[src/rtl/debounce_edge_capture.sv]
// debounce_edge_capture
//   Per-channel debouncer and sticky edge-capture bank behind a small
//   Avalon-MM slave. It sits after the two-flop synchronizer of an input
//   pin group. Each channel's filtered level changes only after
//   DEBOUNCE_CYCLES consecutive samples that differ from the current level.
//   Accepted transitions that match MODE set a write-1-to-clear capture bit.
//   irq is the OR of all capture bits that are enabled in the mask register.
//
// Ports
//   clk        system clock
//   reset_n    asynchronous active-low reset
//   in_sync    synchronized input levels, one bit per channel
//   address    word address: 0 DATA, 1 EDGE_CAPTURE, 2 IRQ_MASK, 3 MODE
//   read       read strobe; readdata is registered with a read latency of 1
//   write      write strobe
//   writedata  write data
//   readdata   read data; holds its value until the next read
//   irq        active-high level interrupt

module debounce_edge_capture #(
  parameter int WIDTH           = 8,
  parameter int DEBOUNCE_CYCLES = 16
) (
  input  logic             clk,
  input  logic             reset_n,
  input  logic [WIDTH-1:0] in_sync,
  input  logic [1:0]       address,
  input  logic             read,
  input  logic             write,
  input  logic [31:0]      writedata,
  output logic [31:0]      readdata,
  output logic             irq
);

  localparam int CW = $clog2(DEBOUNCE_CYCLES + 1);
  localparam logic [CW-1:0] CNT_LAST = CW'(DEBOUNCE_CYCLES - 1);

  localparam logic [1:0] ADDR_DATA = 2'd0;
  localparam logic [1:0] ADDR_EDGE = 2'd1;
  localparam logic [1:0] ADDR_MASK = 2'd2;
  localparam logic [1:0] ADDR_MODE = 2'd3;

  localparam logic [1:0] MODE_RISE = 2'b00;
  localparam logic [1:0] MODE_FALL = 2'b01;
  localparam logic [1:0] MODE_BOTH = 2'b10;

  logic [WIDTH-1:0] level;
  logic [CW-1:0]    cnt [WIDTH];
  logic [WIDTH-1:0] capture;
  logic [WIDTH-1:0] mask;
  logic [1:0]       mode;

  logic [WIDTH-1:0] differ;
  logic [WIDTH-1:0] toggle;
  logic [WIDTH-1:0] cap_set;
  logic [WIDTH-1:0] w1c;
  logic [31:0]      rd_mux;

  // Write data above WIDTH (or above bit 1 for MODE) is intentionally dropped.
  logic unused_wdata;
  assign unused_wdata = ^writedata;

  assign differ = in_sync ^ level;

  // A channel toggles on the edge that completes its run of differing samples.
  always_comb begin
    toggle = '0;
    for (int i = 0; i < WIDTH; i++) begin
      toggle[i] = differ[i] && (cnt[i] == CNT_LAST);
    end
  end

  // The new level equals in_sync, so the toggle direction follows from in_sync.
  always_comb begin
    cap_set = '0;
    case (mode)
      MODE_RISE: cap_set = toggle & in_sync;
      MODE_FALL: cap_set = toggle & ~in_sync;
      MODE_BOTH: cap_set = toggle;
      default:   cap_set = '0;
    endcase
  end

  assign w1c = (write && (address == ADDR_EDGE)) ? writedata[WIDTH-1:0] : '0;

  always_ff @(posedge clk or negedge reset_n) begin
    if (!reset_n) begin
      level <= '0;
      for (int i = 0; i < WIDTH; i++) begin
        cnt[i] <= '0;
      end
    end else begin
      level <= level ^ toggle;
      for (int i = 0; i < WIDTH; i++) begin
        if (!differ[i] || toggle[i]) begin
          cnt[i] <= '0;
        end else begin
          cnt[i] <= cnt[i] + CW'(1);
        end
      end
    end
  end

  // When a clear and a new capture hit the same bit on the same edge, the set wins.
  always_ff @(posedge clk or negedge reset_n) begin
    if (!reset_n) begin
      capture <= '0;
    end else begin
      capture <= (capture & ~w1c) | cap_set;
    end
  end

  always_ff @(posedge clk or negedge reset_n) begin
    if (!reset_n) begin
      mask <= '0;
      mode <= MODE_RISE;
    end else if (write) begin
      if (address == ADDR_MASK) mask <= writedata[WIDTH-1:0];
      if (address == ADDR_MODE) mode <= writedata[1:0];
    end
  end

  always_comb begin
    rd_mux = '0;
    case (address)
      ADDR_DATA: rd_mux[WIDTH-1:0] = level;
      ADDR_EDGE: rd_mux[WIDTH-1:0] = capture;
      ADDR_MASK: rd_mux[WIDTH-1:0] = mask;
      default:   rd_mux[1:0]       = mode;
    endcase
  end

  // readdata captures register state from before this edge's updates.
  always_ff @(posedge clk or negedge reset_n) begin
    if (!reset_n) begin
      readdata <= '0;
    end else if (read) begin
      readdata <= rd_mux;
    end
  end

  assign irq = |(capture & mask);

endmodule

[config.mk]
export PLATFORM = sky130hd
export DESIGN_NAME = debounce_edge_capture
export DESIGN_NICKNAME = d
export VERILOG_FILES = /design/src/rtl/debounce_edge_capture.sv
export SDC_FILE = /design/constraint.sdc
export NUM_CORES = 1
export LEC_CHECK = 0
export BUFFER_PORTS_ARGS = -buffer_cell sky130_fd_sc_hd__buf_2
export CELL_PAD_IN_SITES_DETAIL_PLACEMENT = 1
export CELL_PAD_IN_SITES_GLOBAL_PLACEMENT = 1
export CORE_AREA = 5 5 103 105
export CTS_CLUSTER_DIAMETER = 60
export DETAILED_ROUTE_END_ITERATION = 12
export DIE_AREA = 0 0 108 110
export PLACE_DENSITY_LB_ADDON = 0.1
export SYNTH_ARGS = -nofsm -noshare
export SYNTH_HDL_FRONTEND = slang
export SYNTH_SLANG_ARGS = --single-unit
[constraint.sdc]
create_clock -name clk -period 1.2 [get_ports clk]
set_input_delay 0.24 -clock clk [delete_from_list [all_inputs] [get_ports clk]]
set_output_delay 0.24 -clock clk [all_outputs]
set_load 0.02 [all_outputs]
==> reports/metrics.cfg, run 1 <==
[status]
status=complete, but fails checks
violations=setup timing

[power_and_ir_drop]
seqPwrFrac_pct=44.8
vdd_drop_max_v=0.000583
p_clk_share_pct=34.6
p_sw_w=0.00174
pwr-share-comb_pct=20.5
p_leak_nw=2.35
switching_share_pct=27.9
power.total_w=0.00624
p_per_area_mw_per_mm2=1230
internal-power_w=0.00450

[synth]
synth_compound_area_share_pct=7.02
synthSimpleGateAreaFrac_pct=14.1
yosysSeqAreaShare_pct=51.9
synth-seq-cells=74
netlist_top_cells_area=dfrtp_1 52%, mux2_2 6.0%, ha_1 5.6%
avgSynthCellArea_um2=11.1
synthXorXnorAreaFrac_pct=4.17
ys.flop_type=dfrtp_1
synth_mux_area_share_pct=9.47
yosys.area.top_type=dfrtp_1
synthTopCellsByCount=74 x dfrtp_1, 46 x nor2_1, 25 x buf_4
synthCells=320
synth_edf_count=0
async_flop_share_pct=100
yosysWarningCount=0
synth_top_family_by_area=simple AND/OR/NAND/NOR gates
yosys.cell_types.count=32
synthAdderAreaFrac_pct=5.61
synth_most_common_cell=dfrtp_1
synth_top_area_share_pct=51.9
syn_area_mm2=0.00357

[sta]
fin_crit_ps=1520
clock_skew_ps=9.79
finalCritPeriodShare_pct=126
drv_slew=0
whs_ps=142
setup_violations=56
rsz0062_at_grt=true
max_freq_ghz=0.659
finalHoldViolations=0
fin_ws_ps=-317

[global_route]
grt_max_degree=32
grt_antenna_before_repair=0
grt_pass1_wl_um=13800
grt_pass1_vias=2793
overflow=0
track_usage_pct=15.2

[clock_network]
cts-root-buf=clkbuf_8
cts_buffers=9
cts-htree-levels=3
clk_latency_ps=350
cts_tree=done
cts.path.max_buffers=2
clkTransAtPathRegs_ps=90
clock_sinks=74

[worst_setup_path]
crit_fanout=2
r2r_end=readdata[1]$_DFFE_PN0P_
required_ps=960
ff2ff_setup_slack_ps=-190
critical_path_class=reg2out
reg2regPathDepth=3
arrival_ps=1280
worstReg2RegStart=capture[1]$_DFF_PN0_
startpoint_type=flop
crit_path_end_kind=output port

[final_layout]
area_growth_pct=42.8
final_nets=493
n_antenna_cell=0
drive_gt1_share_pct=50.5
fillers=1057

[floorplanning]
core_mm2=0.00955
die_w_um=108
dieArea_mm2=0.0119
start_util_pct=37.4
die_y_um=110
rows=36
io_pins=79

[routing]
drtAntennaViolNets=0
drt_pass1_iterations=4
routed_wl_um=8470
viasPerCell=4.63
vias=2637
drc=0
routedWlPerCell_um=14.9
drt_iter0_markers=39

[worst_hold_path]
hp-class=in2reg
hold_start=in_sync[7]
whs_path_depth=2

[placement]
hpwl_um=6020
io_buffers=30
place_congestion=0.744
dp_worst_setup_slack_ps=-138

[flow_run]
maxCapViolations=0

==> power groups by stage <==
stage	Sequential (W)	Clock, W	Combinational [W]
finish	0.00280	0.00216	0.00128
global route	0.00282	0.00237	0.00140
CTS	0.00279	0.00225	0.00116
detailed placement	0.00283	0	0.000976
global placement	0.00282	0	0.000955
floorplan	0.00285	0	0.000514
==> repair_timing <==
action,4_1_cts,5_1_grt
endpoints found under the hold margin,19,0
pin swaps,29,14
resized for setup,35,43
hold buffers,1,0
buffers inserted,15,12
setup endpoints to repair,59,60
==> cells by family after synthesis <==
| logic type | Yosys count |
|---|---|
| AOI/OAI and AO/OA | 34 |
| xor gates and xnor gates | 17 |
| adders and majority gates | 16 |
| buffers and inverters | 45 |
| DFF | 74 |
| muxes | 28 |
| other | 1 |
| and+or+nand+nor | 105 |
==> final cells by class <==
type	count	area (um^2)	area share, %
inverter	16	60.1	1.18
multi-input combinational	224	1990	39.2
sequential	74	1850	36.4
clock buffer	10	128	2.51
tap	133	166	3.27
clock inverter	6	91.3	1.79
timing repair buffer	106	801	15.7
==> per-layer routing <==
layer	part of all wire [%]	GRT usage, %
met5	0	0
met4	1.2	5.95
met3	4.5	2.68
met2	50	25.5
met1	44	19.7
==> how the worst max path moves through the flow <==
stage                          from              endpoint  cells past startpoint
2_1_floorplan     cnt[30]$_DFF_PN0_                  flop                      4
6_report       capture[1]$_DFF_PN0_                   irq                      3
5_1_grt         mask[1]$_DFFE_PN0P_                   irq                      3
4_1_cts         mask[5]$_DFFE_PN0P_                   irq                      3
3_3_place_gp    mode[0]$_DFFE_PN0P_  capture[6]$_DFF_PN0_                      5
3_5_place_dp      cnt[21]$_DFF_PN0_     cnt[23]$_DFF_PN0_                      5
==> placed cells by master, fill, tap and decap left out, types with 9 or more instances in the layout <==
cell	count
dfrtp_1	73
buf_4	67
buf_2	28
conb_1	24
nor2_2	19
nand2b_1	17
inv_1	16
nor2_1	16
nand2_1	14
nor2_4	11
mux2_4	10
mux2_2	10
nand3_1	9
clkbuf_8	9
==> worst max-delay path, cell delays in order (launching register included) <==
cell     delay, ps
dfrtp_1        420
a22oi_2        170
nand4_1        170
buf_6          170
==> stage by stage <==
stage | setup TNS [ps] | util, % | area [um^2] | std cells
floorplan | -1250 | - | 3810 | 343
global placement | -5230 | 45.5 | 4340 | 526
detailed placement | -6300 | 45.5 | 4340 | 526
CTS | -4530 | 50.7 | 4840 | 557
global route | -6680 | 53.3 | 5090 | 569
finish | -3830 | 53.3 | 5090 | 569
No activity file was read; power rests on OpenSTA's default activity.
==> run 2, diff against run 1 <==
--- a/config.mk
+++ b/config.mk
@@ -6,12 +6,12 @@
 export NUM_CORES = 1
 export LEC_CHECK = 0
 export BUFFER_PORTS_ARGS = -buffer_cell sky130_fd_sc_hd__buf_2
-export CELL_PAD_IN_SITES_DETAIL_PLACEMENT = 1
-export CELL_PAD_IN_SITES_GLOBAL_PLACEMENT = 1
-export CORE_AREA = 5 5 103 105
+export CELL_PAD_IN_SITES_DETAIL_PLACEMENT = 2
+export CELL_PAD_IN_SITES_GLOBAL_PLACEMENT = 2
+export CORE_AREA = 5 5 114 116
 export CTS_CLUSTER_DIAMETER = 60
 export DETAILED_ROUTE_END_ITERATION = 12
-export DIE_AREA = 0 0 108 110
+export DIE_AREA = 0 0 119 121
 export PLACE_DENSITY_LB_ADDON = 0.1
 export SYNTH_ARGS = -nofsm -noshare
 export SYNTH_HDL_FRONTEND = slang
==> constraint.sdc (replaced) <==
create_clock -name clk -period 1.2 [get_ports clk]
set_input_delay 0.06 -clock clk [delete_from_list [all_inputs] [get_ports clk]]
set_output_delay 0.06 -clock clk [all_outputs]
set_load 0.02 [all_outputs]
==> reports/metrics.cfg, run 2 (synthesis gave the netlist of run 1 again) <==
[status]
status=complete, but fails checks
violations=setup timing

[worst_hold_path]
hold_start=writedata[1]
whs_path_depth=2
min_to=mode[1]$_DFFE_PN0P_
hp-class=in2reg

[clock_network]
cts_buffers=9
cts-root-buf=clkbuf_16
clk_latency_ps=330
cts_tree=done
clock_sinks=74
cts-htree-levels=3
cts.path.max_buffers=2
clkTransAtPathRegs_ps=60

[sta]
setup_tns_ps=-3890
finalCritPeriodShare_pct=118
whs_ps=11.7
clock_skew_ps=7.49
drv_slew=0
setup_violations=59
fin_crit_ps=1420
max_freq_ghz=0.704
finalHoldViolations=0
rsz0062_at_grt=true
fin_ws_ps=-220

[routing]
viasPerCell=4.64
drt_pass1_iterations=4
vias=2704
routedWlPerCell_um=16.3
drc=0
drtAntennaViolNets=0
routed_wl_um=9510
drt_iter0_markers=97

[global_route]
grt_antenna_before_repair=0
overflow=0
grt_pass1_vias=2982
grt_max_degree=27
track_usage_pct=13.7
use_met2_pct=23.2
grt_util_met1_pct=17.1
grt-busiest-layer=met2
grt_pass1_wl_um=15400
grt_use_met3_pct=2.66

[final_layout]
n_antenna_cell=0
area_growth_pct=44.3
final_nets=494
drive_gt1_share_pct=47.0
fin_cells=583
fillers=1239
layout_common_cells=73 x dfrtp_1, 61 x buf_4, 28 x buf_2
final_common_cell=dfrtp_1

[power_and_ir_drop]
p_leak_nw=2.34
vdd_drop_max_v=0.000499
p_per_area_mw_per_mm2=1260

[placement]
hpwl_um=6750
io_buffers=30
place_congestion=0.691
dp_cells=537

[floorplanning]
io_pins=79
core_mm2=0.0118
dieArea_mm2=0.0144
die_w_um=119
die_y_um=121
start_util_pct=30.2
rows=40

[worst_setup_path]
required_ps=1140
crit_path_end_kind=output port
reg2regPathDepth=3
crit_fanout=2
startpoint_type=flop
worstReg2RegStart=mask[0]$_DFFE_PN0P_
ff2ff_setup_slack_ps=-180
arrival_ps=1360
critical_path_class=reg2out
r2r_end=readdata[0]$_DFFE_PN0P_

[flow_run]
maxCapViolations=0

[run 2: critical path: stages (launching register included)]
cell and delay (ps):
dfrtp_1 380, buf_6 120, a22oi_2 170, nand4_1 160, buf_4 190
[run 2: timing repair]
action,4_1_cts,5_1_grt
hold endpoints to repair,48,0
endpoints found under the setup margin,59,59
buffers inserted,12,7
pin swaps,28,17
resized for setup,39,36
hold buffers,12,0
[run 2: cell type report]
class                      count  area [um^2]  share of cell area, %
multi-input combinational    224         1990                   38.8
sequential                    74         1850                   36.0
timing repair buffer         107          807                   15.7
clock buffer                  15          248                   4.81
tap                          147          184                   3.57
inverter                      16         60.1                   1.17
[run 2: report_power, final]
part / leakage [nW] / internal, W / switching, W
sequential: 0.978 / 0.00267 / 0.000138
clock: 0.118 / 0.00139 / 0.000981
combinational: 1.25 / 0.000653 / 0.000640
total: 2.34 / 0.00472 / 0.00176
[run 2: worst max-delay path by stage]
stage | start | end | cells after the start
floorplan | cnt[30]$_DFF_PN0_ | flop | 4
global placement | cnt[11]$_DFF_PN0_ | flop | 4
detailed placement | cnt[6]$_DFF_PN0_ | cnt[7]$_DFF_PN0_ | 5
CTS | mask[1]$_DFFE_PN0P_ | irq | 4
global route | mask[1]$_DFFE_PN0P_ | irq | 4
finish | mask[1]$_DFFE_PN0P_ | irq | 4
[run 2: layer usage]
layer	vias up	routed length, um
met3	10	356
met5	-	0
met1	1378	4150
li1	1262	-
met4	0	153
met2	54	4850
[run 2: through the flow]
| stage | power, W | setup WS, ps | util, % | area, um^2 |
|---|---|---|---|---|
| 3_5_place_dp | 0.00381 | -145 | 36.5 | 4310 |
| 3_3_place_gp | 0.00376 | -94.7 | 36.5 | 4310 |
| 5_1_grt | 0.00682 | -268 | 43.6 | 5150 |
| 6_report | 0.00648 | -220 | 43.6 | 5150 |
| 4_1_cts | 0.00649 | -232 | 41.9 | 4950 |
| 2_1_floorplan | 0.00337 | -83.2 | - | 3810 |
==> run 3, diff against run 2 <==
==> config.mk (replaced) <==
export PLATFORM = sky130hd
export DESIGN_NAME = debounce_edge_capture
export DESIGN_NICKNAME = d
export VERILOG_FILES = /design/src/rtl/debounce_edge_capture.sv
export SDC_FILE = /design/constraint.sdc
export NUM_CORES = 1
export LEC_CHECK = 0
export BUFFER_PORTS_ARGS = -buffer_cell sky130_fd_sc_hd__buf_2
export CORE_AREA = 5 5 127 69
export CTS_CLUSTER_DIAMETER = 60
export DETAILED_ROUTE_END_ITERATION = 12
export DIE_AREA = 0 0 132 74
export PLACE_DENSITY = 0.79
export SYNTH_ARGS = -nofsm -noshare
export SYNTH_HDL_FRONTEND = slang
export SYNTH_SLANG_ARGS = --single-unit
==> reports/metrics.cfg, run 3 (synthesis gave the netlist of run 1 again) <==
[final_layout]
final_nets=484
n_antenna_cell=0
fillers=577
final_area_mm2=0.00505
final_common_cell=dfrtp_1
area_growth_pct=41.5
multi_input_area_mm2=0.00198
layout_common_cells=72 x dfrtp_1, 46 x buf_4, 29 x buf_2
drive_gt1_share_pct=45.7
seq_area_mm2=0.00185

[worst_setup_path]
r2r_end=readdata[1]$_DFFE_PN0P_
critical_path_class=reg2out
crit_fanout=2
arrival_ps=1360
required_ps=1140
crit_path_end_kind=output port
ff2ff_setup_slack_ps=-140
reg2regPathDepth=3
startpoint_type=flop
worstReg2RegStart=mask[1]$_DFFE_PN0P_

[power_and_ir_drop]
vdd_drop_max_v=0.000757
p_per_area_mw_per_mm2=1320
p_leak_nw=2.31

[sta]
setup_violations=58
finalHoldViolations=0
rsz0062_at_grt=true
fin_ws_ps=-219
finalCritPeriodShare_pct=118
drv_slew=0
clock_skew_ps=4.63
fin_crit_ps=1420
max_freq_ghz=0.705

[placement]
dp_worst_setup_slack_ps=-115
io_buffers=30
hpwl_um=5360
place_congestion=0.792
placed_area_mm2=0.00418

[routing]
drt_iter0_markers=158
drt_pass1_iterations=4
drc=0
viasPerCell=4.98
routedWlPerCell_um=14.8
vias=2627
routed_wl_um=7800
drtAntennaViolNets=0

[clock_network]
cts-htree-levels=3
cts_tree=done
cts.path.max_buffers=2
clk_latency_ps=340
clkTransAtPathRegs_ps=60
cts_buffers=9
clock_sinks=74
cts-root-buf=clkbuf_16

[worst_hold_path]
whs_path_depth=2
hold_start=in_sync[0]
hp-class=in2reg

[flow_run]
maxCapViolations=0

[floorplanning]
die_y_um=74
io_pins=79
die_w_um=132
rows=23
core_mm2=0.00763
dieArea_mm2=0.00977
start_util_pct=46.8

[global_route]
grt_max_degree=67
track_usage_pct=16.3
grt_antenna_before_repair=0
grt_pass1_vias=2550
overflow=0
grt_pass1_wl_um=12200

[status]
violations=setup timing
status=complete, but fails checks

run 3: cell types whose count changed in the layout (fill, tap and decap cells not counted), moves of 2 or more:
cell | previous run | this run
buf_4 | 61 | 46
buf_6 | 3 | 5
nor2_2 | 19 | 22
nor2_4 | 9 | 11
clkbuf_1 | 6 | 3
a22oi_1 | 0 | 2
dlygate4sd3_1 | 12 | 16
o22ai_2 | 7 | 5
a22oi_2 | 4 | 2
o22ai_1 | 0 | 2
nor2_1 | 18 | 13
clkbuf_8 | 0 | 2
run 3: cell type report:
type | instances | share of cell area, %
Multi-Input combinational cell | 224 | 39.3
Sequential cell | 74 | 36.7
Timing Repair Buffer | 97 | 14.4
Clock buffer | 14 | 5.23
Tap cell | 100 | 2.48
Inverter | 16 | 1.19
Clock inverter | 2 | 0.694
run 3: per-stage QoR:
| step | hold WS, ps | setup TNS [ps] | power, W | cells | utilization [%] |
|---|---|---|---|---|---|
| after detailed placement | -68.4 | -4650 | 0.00374 | 482 | 54.8 |
| after global routing | 18.9 | -6030 | 0.00697 | 527 | 66.2 |
| after floorplan | -236 | -1250 | 0.00337 | 343 | - |
| after global placement | -72.2 | -2870 | 0.00370 | 482 | 54.8 |
| after CTS | 12.9 | -4190 | 0.00658 | 522 | 62.1 |
| final | 15.3 | -3840 | 0.00668 | 527 | 66.2 |
run 3: worst max-delay path by stage:
stage                                   start  endpoint  slack [ps]  cells past startpoint
after detailed placement    cnt[21]$_DFF_PN0_      flop        -110                      4
after global routing      mask[1]$_DFFE_PN0P_       irq        -310                      4
after CTS                 mask[0]$_DFFE_PN0P_       irq        -220                      4
final                     mask[1]$_DFFE_PN0P_       irq        -220                      4
after global placement      cnt[11]$_DFF_PN0_      flop         -80                      4
after floorplan             cnt[30]$_DFF_PN0_      flop         -80                      4
run 3: per-layer routing:
| layer | GRT usage [%] | vias to the layer above | share of wire, % |
|---|---|---|---|
| met2 | 25.0 | 62 | 49 |
| met4 | 6.16 | 0 | 1.3 |
| met1 | 21.3 | 1306 | 43 |
| li1 | - | 1248 | - |
| met5 | 0 | - | 0 |
| met3 | 6.55 | 11 | 7.1 |
run 3: power breakdown:
part	internal (W)	switching [W]
Combinational	0.000593	0.000582
Sequential	0.00267	0.000134
Clock	0.00172	0.000973
Total	0.00499	0.00169
run 3: repair_timing:
action / 4_1_cts / 5_1_grt
resized for setup: 8 / 69
endpoints found under the hold margin: 91 / 0
pin swaps: 23 / 13
setup endpoints to repair: 59 / 59
hold buffers: 16 / 0
setup buffers: 8 / 6
run 3: critical path: stages, from the launching register on:
cell	delay, ps
dfrtp_1	380
buf_6	120
a22oi_2	190
nand4_1	160
buf_6	160
